## config.mk

```make
export PLATFORM = sky130hd
export DESIGN_NAME = button_debouncer
export DESIGN_NICKNAME = d
export VERILOG_FILES = /design/src/rtl/button_debouncer.sv
export SDC_FILE = /design/constraint.sdc
export NUM_CORES = 1
export LEC_CHECK = 0
export ABC_AREA = 1
export BUFFER_PORTS_ARGS = -buffer_cell sky130_fd_sc_hd__buf_2
export CAP_MARGIN = 30
export CORE_MARGIN = 8
export CORE_UTILIZATION = 62
export DETAILED_ROUTE_END_ITERATION = 12
export PLACE_DENSITY = 0.91
export REMOVE_ABC_BUFFERS = 1
export SLEW_MARGIN = 20
export SYNTH_ARGS = -nofsm -noshare
export SYNTH_HDL_FRONTEND = slang
export SYNTH_SLANG_ARGS = --single-unit
```

## constraint.sdc

```tcl
create_clock -name clk -period 2.8 [get_ports clk]
set_clock_uncertainty 0.15 [all_clocks]
set_input_delay 0.84 -clock clk [delete_from_list [all_inputs] [get_ports clk]]
set_output_delay 0.84 -clock clk [all_outputs]
set_load 0.005 [all_outputs]
```

## src/rtl/button_debouncer.sv

```systemverilog
// Push-button input path: synchronises the raw pin into clk, filters contact bounce,
// and produces a clean level, press/release pulses, an LED toggle and a press counter.
module button_debouncer #(
  parameter int DEBOUNCE_CYCLES = 1000000,
  parameter int SYNC_STAGES     = 2,
  parameter int CNT_W           = 8
) (
  input  logic             clk,
  input  logic             rst,
  input  logic             btn_in,
  output logic             btn_level,
  output logic             btn_press,
  output logic             btn_release,
  output logic             led_toggle,
  output logic [CNT_W-1:0] press_count
);

  localparam int CW = (DEBOUNCE_CYCLES > 1) ? $clog2(DEBOUNCE_CYCLES) : 1;
  localparam logic [CW-1:0] CNT_LAST = CW'(DEBOUNCE_CYCLES - 1);

  localparam logic [1:0] IDLE_LOW   = 2'd0;
  localparam logic [1:0] CHECK_HIGH = 2'd1;
  localparam logic [1:0] IDLE_HIGH  = 2'd2;
  localparam logic [1:0] CHECK_LOW  = 2'd3;

  logic [SYNC_STAGES-1:0] sync_r;
  logic                   sync_s;

  logic [1:0]       state_r,   state_s;
  logic [CW-1:0]    cnt_r,     cnt_s;
  logic             level_r,   level_s;
  logic             press_r,   press_s;
  logic             release_r, release_s;
  logic             led_r,     led_s;
  logic [CNT_W-1:0] count_r,   count_s;

  assign sync_s = sync_r[SYNC_STAGES-1];

  // Synchroniser chain: the only place btn_in is sampled.
  always_ff @(posedge clk or posedge rst) begin
    if (rst) begin
      sync_r <= '0;
    end else begin
      sync_r <= {sync_r[SYNC_STAGES-2:0], btn_in};
    end
  end

  // Debounce FSM next-state and registered-output next values.
  always_comb begin
    state_s   = state_r;
    cnt_s     = cnt_r;
    level_s   = level_r;
    press_s   = 1'b0;
    release_s = 1'b0;
    led_s     = led_r;
    count_s   = count_r;
    case (state_r)
      IDLE_LOW: begin
        if (sync_s) begin
          state_s = CHECK_HIGH;
          cnt_s   = CW'(1);
        end else begin
          cnt_s = '0;
        end
      end
      CHECK_HIGH: begin
        if (!sync_s) begin
          state_s = IDLE_LOW;
          cnt_s   = '0;
        end else if (cnt_r == CNT_LAST) begin
          state_s = IDLE_HIGH;
          cnt_s   = '0;
          level_s = 1'b1;
          press_s = 1'b1;
          led_s   = ~led_r;
          count_s = count_r + CNT_W'(1);
        end else begin
          cnt_s = cnt_r + CW'(1);
        end
      end
      IDLE_HIGH: begin
        if (!sync_s) begin
          state_s = CHECK_LOW;
          cnt_s   = CW'(1);
        end else begin
          cnt_s = '0;
        end
      end
      CHECK_LOW: begin
        // A high sample here is bounce back to the accepted level; no release pulse.
        if (sync_s) begin
          state_s = IDLE_HIGH;
          cnt_s   = '0;
        end else if (cnt_r == CNT_LAST) begin
          state_s   = IDLE_LOW;
          cnt_s     = '0;
          level_s   = 1'b0;
          release_s = 1'b1;
        end else begin
          cnt_s = cnt_r + CW'(1);
        end
      end
      default: begin
        state_s = IDLE_LOW;
        cnt_s   = '0;
      end
    endcase
  end

  // FSM state, stability counter and output registers.
  always_ff @(posedge clk or posedge rst) begin
    if (rst) begin
      state_r   <= IDLE_LOW;
      cnt_r     <= '0;
      level_r   <= 1'b0;
      press_r   <= 1'b0;
      release_r <= 1'b0;
      led_r     <= 1'b0;
      count_r   <= '0;
    end else begin
      state_r   <= state_s;
      cnt_r     <= cnt_s;
      level_r   <= level_s;
      press_r   <= press_s;
      release_r <= release_s;
      led_r     <= led_s;
      count_r   <= count_s;
    end
  end

  assign btn_level   = level_r;
  assign btn_press   = press_r;
  assign btn_release = release_r;
  assign led_toggle  = led_r;
  assign press_count = count_r;

endmodule

```

Word-level counts from Yosys, hierarchy flattened:

Cells that the tools add are included.

* bits in registers: 36
* input port bits: 3
* output and inout port bits: 12
* word-level logic and storage cells: 51

* $add $sub $neg: 2
* equality and inequality tests: 12
* muxes and demuxes: 23
* bitwise logic cells: 1
* reduce and logical (&&, ||, !) cells: 5

Operator list (number)
* $pmux 20 s4: 1
* $mux 20: 3
* $add 20x1->20 const B: 1
* $eq 20x20->1 const B: 1
* $mux 2: 6
* $ne 2x2->1 const B: 6
* $mux 1: 11
* $add 8x1->8 const B: 1
* $pmux 2 s4: 1
* $ne 3x3->1 const B: 2
* $reduce_and 5->1: 1
* $eq 2x2->1 const B: 2
* $reduce_and 4->1: 1
* $reduce_and 3->1: 1
* $eq 2x1->1 const B: 1
* $logic_not 2->1: 1
* $pmux 1 s2: 1
* $reduce_bool 2->1: 1
* $not 1->1: 1

Depth between registers and ports, before layout:

Gate-level depths: netlist of run 1.

* word-level depth: 4
* gate-level depth with buffers: 9
* gate-level depth less buffers: 9

Worst setup path after synthesis of run 1:

Ideal clock, no wire load.

* path kind: reg-to-reg
* start point: reg cnt_r[0]
* end point: reg cnt_r[2]
* setup time: 0.121 ns
* data arrival time: 1.370 ns
* data required time: 2.529 ns
* slack: 1.159 ns
* stages on the path, launching flop included: 10
* path buffers: 1
* period minus slack after synthesis: 1.641 ns
* cells stage by stage: dfrtp_1 > ha_1 > nand2_1 > nor2_4 > nand3_2 > nor2_8 > nor2_8 > inv_4 > buf_6 > nor2_2

* longest elaborated chain between the ends: 4
* elaborated cells on any way between the ends: 6
* classes of those cells: add/sub (1); eq/ne (1); mux (4)

RTL lines
* from (decl): line 30 `logic [CW-1:0] cnt_r, cnt_s;`
* from (signal assigned): line 122 `cnt_r <= cnt_s;`
* $add 20x1->20 or $eq 20x20->1 (tied branches)
* $mux 20 (*): line 70, 94
* $mux 20, on equally long branches: line 91, 67
* $pmux 20 s4 (*): line 57 `case (state_r)`
* via cnt_s[2]: line 30

Mark *: on every way through the listed nets, which the timed path passes. The rest lies on a longest branch.
A chain may end at the register's enable or synchronous reset.

Worst setup path in the final report of run 1:

* start point: reg count_r[2], in the netlist press_count[2]
* end point: out press_count[2]

RTL lines
* from (decl): line 35 `logic [CNT_W-1:0] count_r, count_s;`
* from (signal assigned): line 127 `count_r <= count_s;`
* to (decl): line 15 `output logic [CNT_W-1:0] press_count`

No word-level cell between the ends.

==> qor.yml, run 1 <==
outcome:
  status: "complete, no violations"
global_routing:
  grt_usage: 0.178
  met1_usage: 0.225
  first_global_vias: 1765
  grt_util_met3: 0.0437
  grt_pass1_wl_microns: 7620
  antenna_found_initial: 0
  grt_max_degree: 37
  top_usage_layer: "met2"
  grtUsageMet2: 0.289
  overflow: 0
setup_path:
  reg2reg_slack_ns: 1.06
  max_stage_delay_ns: 0.45
  reg2reg_to: "cnt_r[4]$_DFF_PP0_"
  required_ns: 1.81
  critPathLaunch: "press_count[2]$_DFFE_PP0P_"
  rr_worst_depth: 8
  rr_startpoint: "cnt_r[0]$_DFF_PP0_"
  cp.depth: 1
  cp_max_fo: 5
  cp-endpoint: "press_count[2]"
  crit_chain: "buf_2"
  cp.arrival_ns: 0.94
  path_delay_family: "flip-flops"
  critPathKind: "flop to output pin"
  start_kind: "flop"
  critical_path_buf_inv_count: 1
  slowest_stage: "dfrtp_1"
  setup.worst_path.end_class: "output pin"
yosys:
  ys_warn_count: 0
  syn_area_per_cell_sq_um: 7.53
  synth_cell_types: 26
  syn_area_sq_um: 2070
  ys_ff_latch: 36
  syn_inst: 275
  seq_area_frac_synth: 0.435
floorplan:
  initial_core_util: 0.635
  die_w_microns: 73.8
  die_h_microns: 73.8
  dieArea_sq_um: 5440
  design.core.area_sq_um: 3260
  ios: 15
  rows: 21
finish:
  area_delta_synth_final_pct: 9.85
  final_core_util: 0.698
  layout.nets: 301
  final_layout_size_suffix_gt1_frac: 0.178
  n_fill_cell: 276
  final_cell_mix: "81 x nand2_1, 50 x nor2_1, 36 x dfrtp_1"
  seq_area_sq_um: 901
  multiInputGateArea_sq_um: 1030
  diodes: 0
  final_common_cell: "nand2_1"
drt:
  first_iter_violations: 167
  drt_wl_total_microns: 4110
  via_per_inst: 5.20
  vias: 1784
  drc: 0
  post_drt_wl_per_cell_microns: 12.0
  ant_nets: 0
  first_pass_iters: 4
clocking:
  cts.path.max_buffers: 2
  worstSkewPairLatency_ns: 0.34
  cts_resized: 0
  ctsHtreeMaxLevel: 2
  clockRootBuffer: "clkbuf_4"
  clock_sinks: 36
  cts_made_buffers: 5
  holdBufCountCts: 0
  path_clk_slew_ns: 0.12
  cts_tree: "built"
  post_cts_buffers: 0
sta:
  worst_slew_pin_slew_ns: 0.570
  setup_violations: 0
  hold_slack_ns: 0.213
  grt_setup_unrepaired: "no"
  slew_headroom: 0.618
  fmax_mhz: 519
  timing.final.crit_share: 0.688
  setup_tns_ns: 0
  finalCriticalPeriod_ns: 1.93
  hold_viol_final: 0
  slew_violations: 0
  setup_ws_ns: 0.874
placed_design:
  io_buffers: 14
  gp_congestion: 0.872
  dp_slack_ns: 1.07
  dp_hpwl_microns: 3110
pwr:
  leakagePower_nw: 1.05
  power_density_nw_per_um2: 409
  peakVddDrop_mv: 0.326
worst_hold_path:
  hold_path_class: "flop to flop"
job:
  maxCapViolations: 0
==> worst min path at each step <==
stage,endpoint,from,depth (start not counted),slack (ns)
2_1_floorplan,sync_r[1]$_DFF_PP0_,sync_r[0]$_DFF_PP0_,0,0.18
3_3_place_gp,sync_r[1]$_DFF_PP0_,sync_r[0]$_DFF_PP0_,0,0.18
3_5_place_dp,sync_r[1]$_DFF_PP0_,sync_r[0]$_DFF_PP0_,0,0.19
4_1_cts,sync_r[1]$_DFF_PP0_,sync_r[0]$_DFF_PP0_,0,0.22
5_1_grt,sync_r[1]$_DFF_PP0_,sync_r[0]$_DFF_PP0_,0,0.23
6_report,sync_r[1]$_DFF_PP0_,sync_r[0]$_DFF_PP0_,0,0.21
==> final cells by class <==
| type | instances | share of cell area |
|---|---|---|
| Multi-Input combinational cell | 204 | 0.452 |
| Timing Repair Buffer | 15 | 0.0341 |
| Inverter | 34 | 0.0572 |
| Sequential cell | 36 | 0.396 |
| Clock buffer | 5 | 0.0165 |
| Tap cell | 46 | 0.0253 |
| Clock inverter | 3 | 0.0187 |
==> stage by stage <==
step                      cell area (sq um)  cells  total power [W]
after floorplan                        2060    274         0.000563
after global placement                 2190    335         0.000571
after detailed placement               2190    335         0.000572
after CTS                              2270    343         0.000934
after global routing                   2270    343         0.000970
final                                  2270    343         0.000930
==> metal layers <==
| layer | up-vias | wire length (microns) |
|---|---|---|
| met1 | 835 | 1830 |
| li1 | 896 | - |
| met3 | 8 | 182 |
| met2 | 45 | 2040 |
| met5 | - | 0 |
| met4 | 0 | 51 |
==> sequential cells by signal, indices dropped and copies added (netlist names), named ones only <==
signal and cells:
btn_level 1, led_toggle 1, btn_release 1, sync_r 2, press_count 8, cnt_r 20
state_r 1, btn_press 1
==> cells by family after synthesis <==
family,after synthesis,share of synthesized area
fa+ha+maj,2,0.0121
compound gates,4,0.0103
flops,36,0.435
xor+xnor,13,0.0586
buf+inv,35,0.0683
simple gates,185,0.415
==> power by group <==
group          leakage (nW)  switching, W  total (W)  internal [W]
Sequential            0.494    0.00000425   0.000528      0.000524
Combinational         0.514     0.0000252  0.0000332    0.00000804
Clock                0.0412      0.000182   0.000369      0.000186
Total                  1.05      0.000212   0.000930      0.000718
==> cell usage after synthesis, drive strengths merged <==
cell    count  share of area
a21oi       2         0.0048
a31oi       1         0.0030
buf         1         0.0054
clkinv      1         0.0018
dfrtp      36           0.44
ha          2          0.012
inv        33          0.061
nand2      84           0.16
nand3      18          0.046
nand3b      1         0.0036
nand4       8          0.031
nor2       69           0.16
nor3        5          0.012
o21ai       1         0.0024
xnor2       2         0.0085
xor2       11          0.050
No activity file was read; power rests on OpenSTA's default activity.
==> run 2: changes to the inputs <==
--- a/config.mk
+++ b/config.mk
@@ -5,13 +5,13 @@
 export SDC_FILE = /design/constraint.sdc
 export NUM_CORES = 1
 export LEC_CHECK = 0
-export ABC_AREA = 1
+export ABC_AREA = 0
 export BUFFER_PORTS_ARGS = -buffer_cell sky130_fd_sc_hd__buf_2
 export CAP_MARGIN = 30
 export CORE_MARGIN = 8
-export CORE_UTILIZATION = 62
+export CORE_UTILIZATION = 58
 export DETAILED_ROUTE_END_ITERATION = 12
-export PLACE_DENSITY = 0.91
+export PLACE_DENSITY = 0.87
 export REMOVE_ABC_BUFFERS = 1
 export SLEW_MARGIN = 20
 export SYNTH_ARGS = -nofsm -noshare
==> constraint.sdc (replaced) <==
create_clock -name clk -period 1.8 [get_ports clk]
set_clock_uncertainty 0.15 [all_clocks]
set_input_delay 0.54 -clock clk [delete_from_list [all_inputs] [get_ports clk]]
set_output_delay 0.54 -clock clk [all_outputs]
set_load 0.005 [all_outputs]
==> run 2 against run 1 <==
- the run now ends with negative setup slack left
- non-clock buffer count rose by 36
- die area shrank 7.6%
- register-to-register slack worse by 1.2 ns
- critical path type is now flop to flop
- largest cell class is now sequential cells
- highest routed layer unchanged
==> qor.yml, run 2 <==
outcome:
  status: "finished, violations left"
  violations: "negative setup slack"
sta:
  slew_violations: 0  # unchanged
  setup_ws_ns: -0.145  # -1.02 ns
  finalCriticalPeriod_ns: 1.95
  hold_slack_ns: 0.0321  # -0.181 ns
  slew_headroom: 0.764  # +0.146
  timing.final.crit_share: 1.08
  setup_violations: 30  # +30
  fmax_mhz: 514
  hold_viol_final: 0  # unchanged
  worst_slew_pin_slew_ns: 0.353  # -0.217 ns
  grt_setup_unrepaired: "yes"
setup_path:
  setup.worst_path.end_class: "flop"
  rr_startpoint: "cnt_r[0]$_DFF_PP0_"
  reg2reg_to: "cnt_r[18]$_DFF_PP0_"
  start_kind: "flop"
  reg2reg_slack_ns: -0.15  # -1.21 ns
  critPathKind: "flop to flop"
  cp.arrival_ns: 2.07  # +1.13 ns
  cp_max_fo: 5  # unchanged
  required_ns: 1.93  # +0.12 ns
  rr_worst_depth: 6  # -2
placed_design:
  dp_slack_ns: -0.161  # -1.23 ns
  gp_congestion: 0.862  # -1.1%
  place_inst: 229  # -32%
  io_buffers: 14  # unchanged
  dpl_cell_area_sq_um: 2080  # -5.1%
  dp_hpwl_microns: 2670  # -14%
drt:
  first_pass_iters: 4  # unchanged
  post_drt_wl_per_cell_microns: 18.2  # +52%
  ant_nets: 0  # unchanged
  drt_wl_total_microns: 4490  # +9.3%
  first_iter_violations: 78  # -53%
  via_per_inst: 6.01  # +16%
  drc: 0  # unchanged
  vias: 1478  # -17%
clocking:
  holdBufCountCts: 0  # unchanged
  clockRootBuffer: "clkbuf_4"
  cts_made_buffers: 5  # unchanged
  cts.path.max_buffers: 2  # unchanged
  clock_sinks: 36  # unchanged
  path_clk_slew_ns: 0.11  # about the same
  worstSkewPairLatency_ns: 0.35  # about the same
  ctsHtreeMaxLevel: 2  # unchanged
  cts_tree: "built"
floorplan:
  ios: 15  # unchanged
  dieArea_sq_um: 5030  # -7.6%
  rows: 20  # -4.8%
  die_w_microns: 70.9  # -3.8%
  initial_core_util: 0.593  # -0.0424
  die_h_microns: 70.9  # -3.8%
  design.core.area_sq_um: 2950  # -9.4%
worst_hold_path:
  hold_path_class: "primary input to asynchronous set/reset pin"
finish:
  final_layout_size_suffix_gt1_frac: 0.385  # +0.207
  layout.cells.non_filler: 246  # -28%
  largest_register: "cnt_r"
  layout.nets: 217  # -28%
  n_fill_cell: 162  # -41%
  final_cell_mix: "36 x dfrtp_1, 30 x buf_4, 16 x xor2_1"
  stdcell_area_sq_um: 2330  # +2.5%
  final_core_util: 0.789  # +0.0912
  seq_area_sq_um: 901  # unchanged
  largest_register_ffs: 20  # unchanged
  diodes: 0  # unchanged
  final_common_cell: "dfrtp_1"
  area_delta_synth_final_pct: 33.1
  multiInputGateArea_sq_um: 900  # -12%
yosys:
  synth_edf_count: 0  # unchanged
  netlist_top_cells_count: "36 x dfrtp_1, 16 x xor2_1, 15 x nor2_1"
  seq_area_frac_synth: 0.515  # +0.0793
  yosysTopAreaCellShare: 0.515  # +0.0793
  ys_warn_count: 0  # unchanged
  synth.most_common_cell: "dfrtp_1"
  ys_ff_latch: 36  # unchanged
  synth_flop_cell: "dfrtp_1"
  yosys-top-cells-area: "dfrtp_1 51%, xor2_1 8.0%, nor2_1 3.2%"
  synth_cell_types: 37  # +42%
  syn_area_per_cell_sq_um: 11.1  # +47%
  syn_area_sq_um: 1750  # -15%
  yosys.area.top_type: "dfrtp_1"
  syn_inst: 158  # -43%
  async_flop_share: 1.00  # unchanged
pwr:
  leakagePower_nw: 1.14  # +8.3%
  peakVddDrop_mv: 0.434  # +33%
  power_density_nw_per_um2: 574  # +40%
global_routing:
  grt_pass1_wl_microns: 7180  # -5.9%
  first_global_vias: 1494  # -15%
  grt_usage: 0.185  # +0.00645
  overflow: 0  # unchanged
  antenna_found_initial: 0  # unchanged
  grt_max_degree: 25  # -32%
job:
  maxCapViolations: 0  # unchanged
## run 2: cell types whose count changed in the layout (fill, tap and decap cells not counted), moves of 6 or more
cell	delta
nand2_1	-72
nor2_1	-35
buf_4	+29
inv_1	-21
nor2_2	-16
nand3_1	-9
xor2_1	+6
## run 2: where the power goes
part / internal (W) / total, W / switching [W]
registers: 0.000815 / 0.000821 / 0.00000635
logic: 0.0000209 / 0.0000580 / 0.0000371
clock network: 0.000186 / 0.000460 / 0.000274
## run 2: area by class of cell
| cell class | count | share of cell area |
|---|---|---|
| clock inverters | 2 | 0.00430 |
| clock buffers | 6 | 0.0220 |
| multi-input cells | 111 | 0.386 |
| well taps | 33 | 0.0177 |
| flip-flops and latches | 36 | 0.387 |
| repair buffers | 51 | 0.172 |
| inverters | 7 | 0.0113 |
## run 2: routing by layer
layer	up-vias	GRT usage	wire length, microns
met4	0	0.102	187
met2	65	0.314	2270
li1	671	-	-
met1	720	0.192	1740
met3	22	0.0706	298
met5	-	0	0
## run 2: cell families (layout without fill, tap and decap cells)
logic type	Yosys count	after routing	synth area share
muxes	2	2	0.0129
adders and majority gates	2	2	0.0143
buffers and inverters	11	66	0.0307
and+or+nand+nor	68	68	0.259
xor gates and xnor gates	20	20	0.100
AOI/OAI and AO/OA	19	19	0.0686
DFF	36	36	0.515
## run 2: worst max-delay path, stage by stage (launching register included)
cell and delay (ns):
dfrtp_1 0.40, ha_2 0.21, and4_4 0.28, buf_6 0.12, nand3_4 0.08, or4_4 0.49, a21oi_2 0.14
## run 2: worst max-delay path by stage
stage               cells after the start  slack, ns                 from                          to
floorplan                               4      -0.29  cnt_r[10]$_DFF_PP0_  press_count[1]$_DFFE_PP0P_
CTS                                     5      -0.06   cnt_r[1]$_DFF_PP0_  press_count[1]$_DFFE_PP0P_
detailed placement                      6      -0.16   cnt_r[1]$_DFF_PP0_         cnt_r[18]$_DFF_PP0_
global placement                        6      -0.09   cnt_r[1]$_DFF_PP0_         cnt_r[18]$_DFF_PP0_
finish                                  6      -0.15   cnt_r[0]$_DFF_PP0_         cnt_r[18]$_DFF_PP0_
global route                            6      -0.23   cnt_r[0]$_DFF_PP0_         cnt_r[18]$_DFF_PP0_
## run 2: stage by stage
| stage | power (W) | TNS [ns] |
|---|---|---|
| final | 0.00134 | -2.75 |
| after global routing | 0.00138 | -4.76 |
| after CTS | 0.00134 | -0.398 |
| after detailed placement | 0.000890 | -2.71 |
| after global placement | 0.000887 | -0.893 |
| after floorplan | 0.000865 | -1.92 |
## run 2: what timing repair did
action,CTS,global route
gates resized for setup,17,7
setup endpoints to repair,33,30
pin swaps,8,3
buffers inserted,8,1
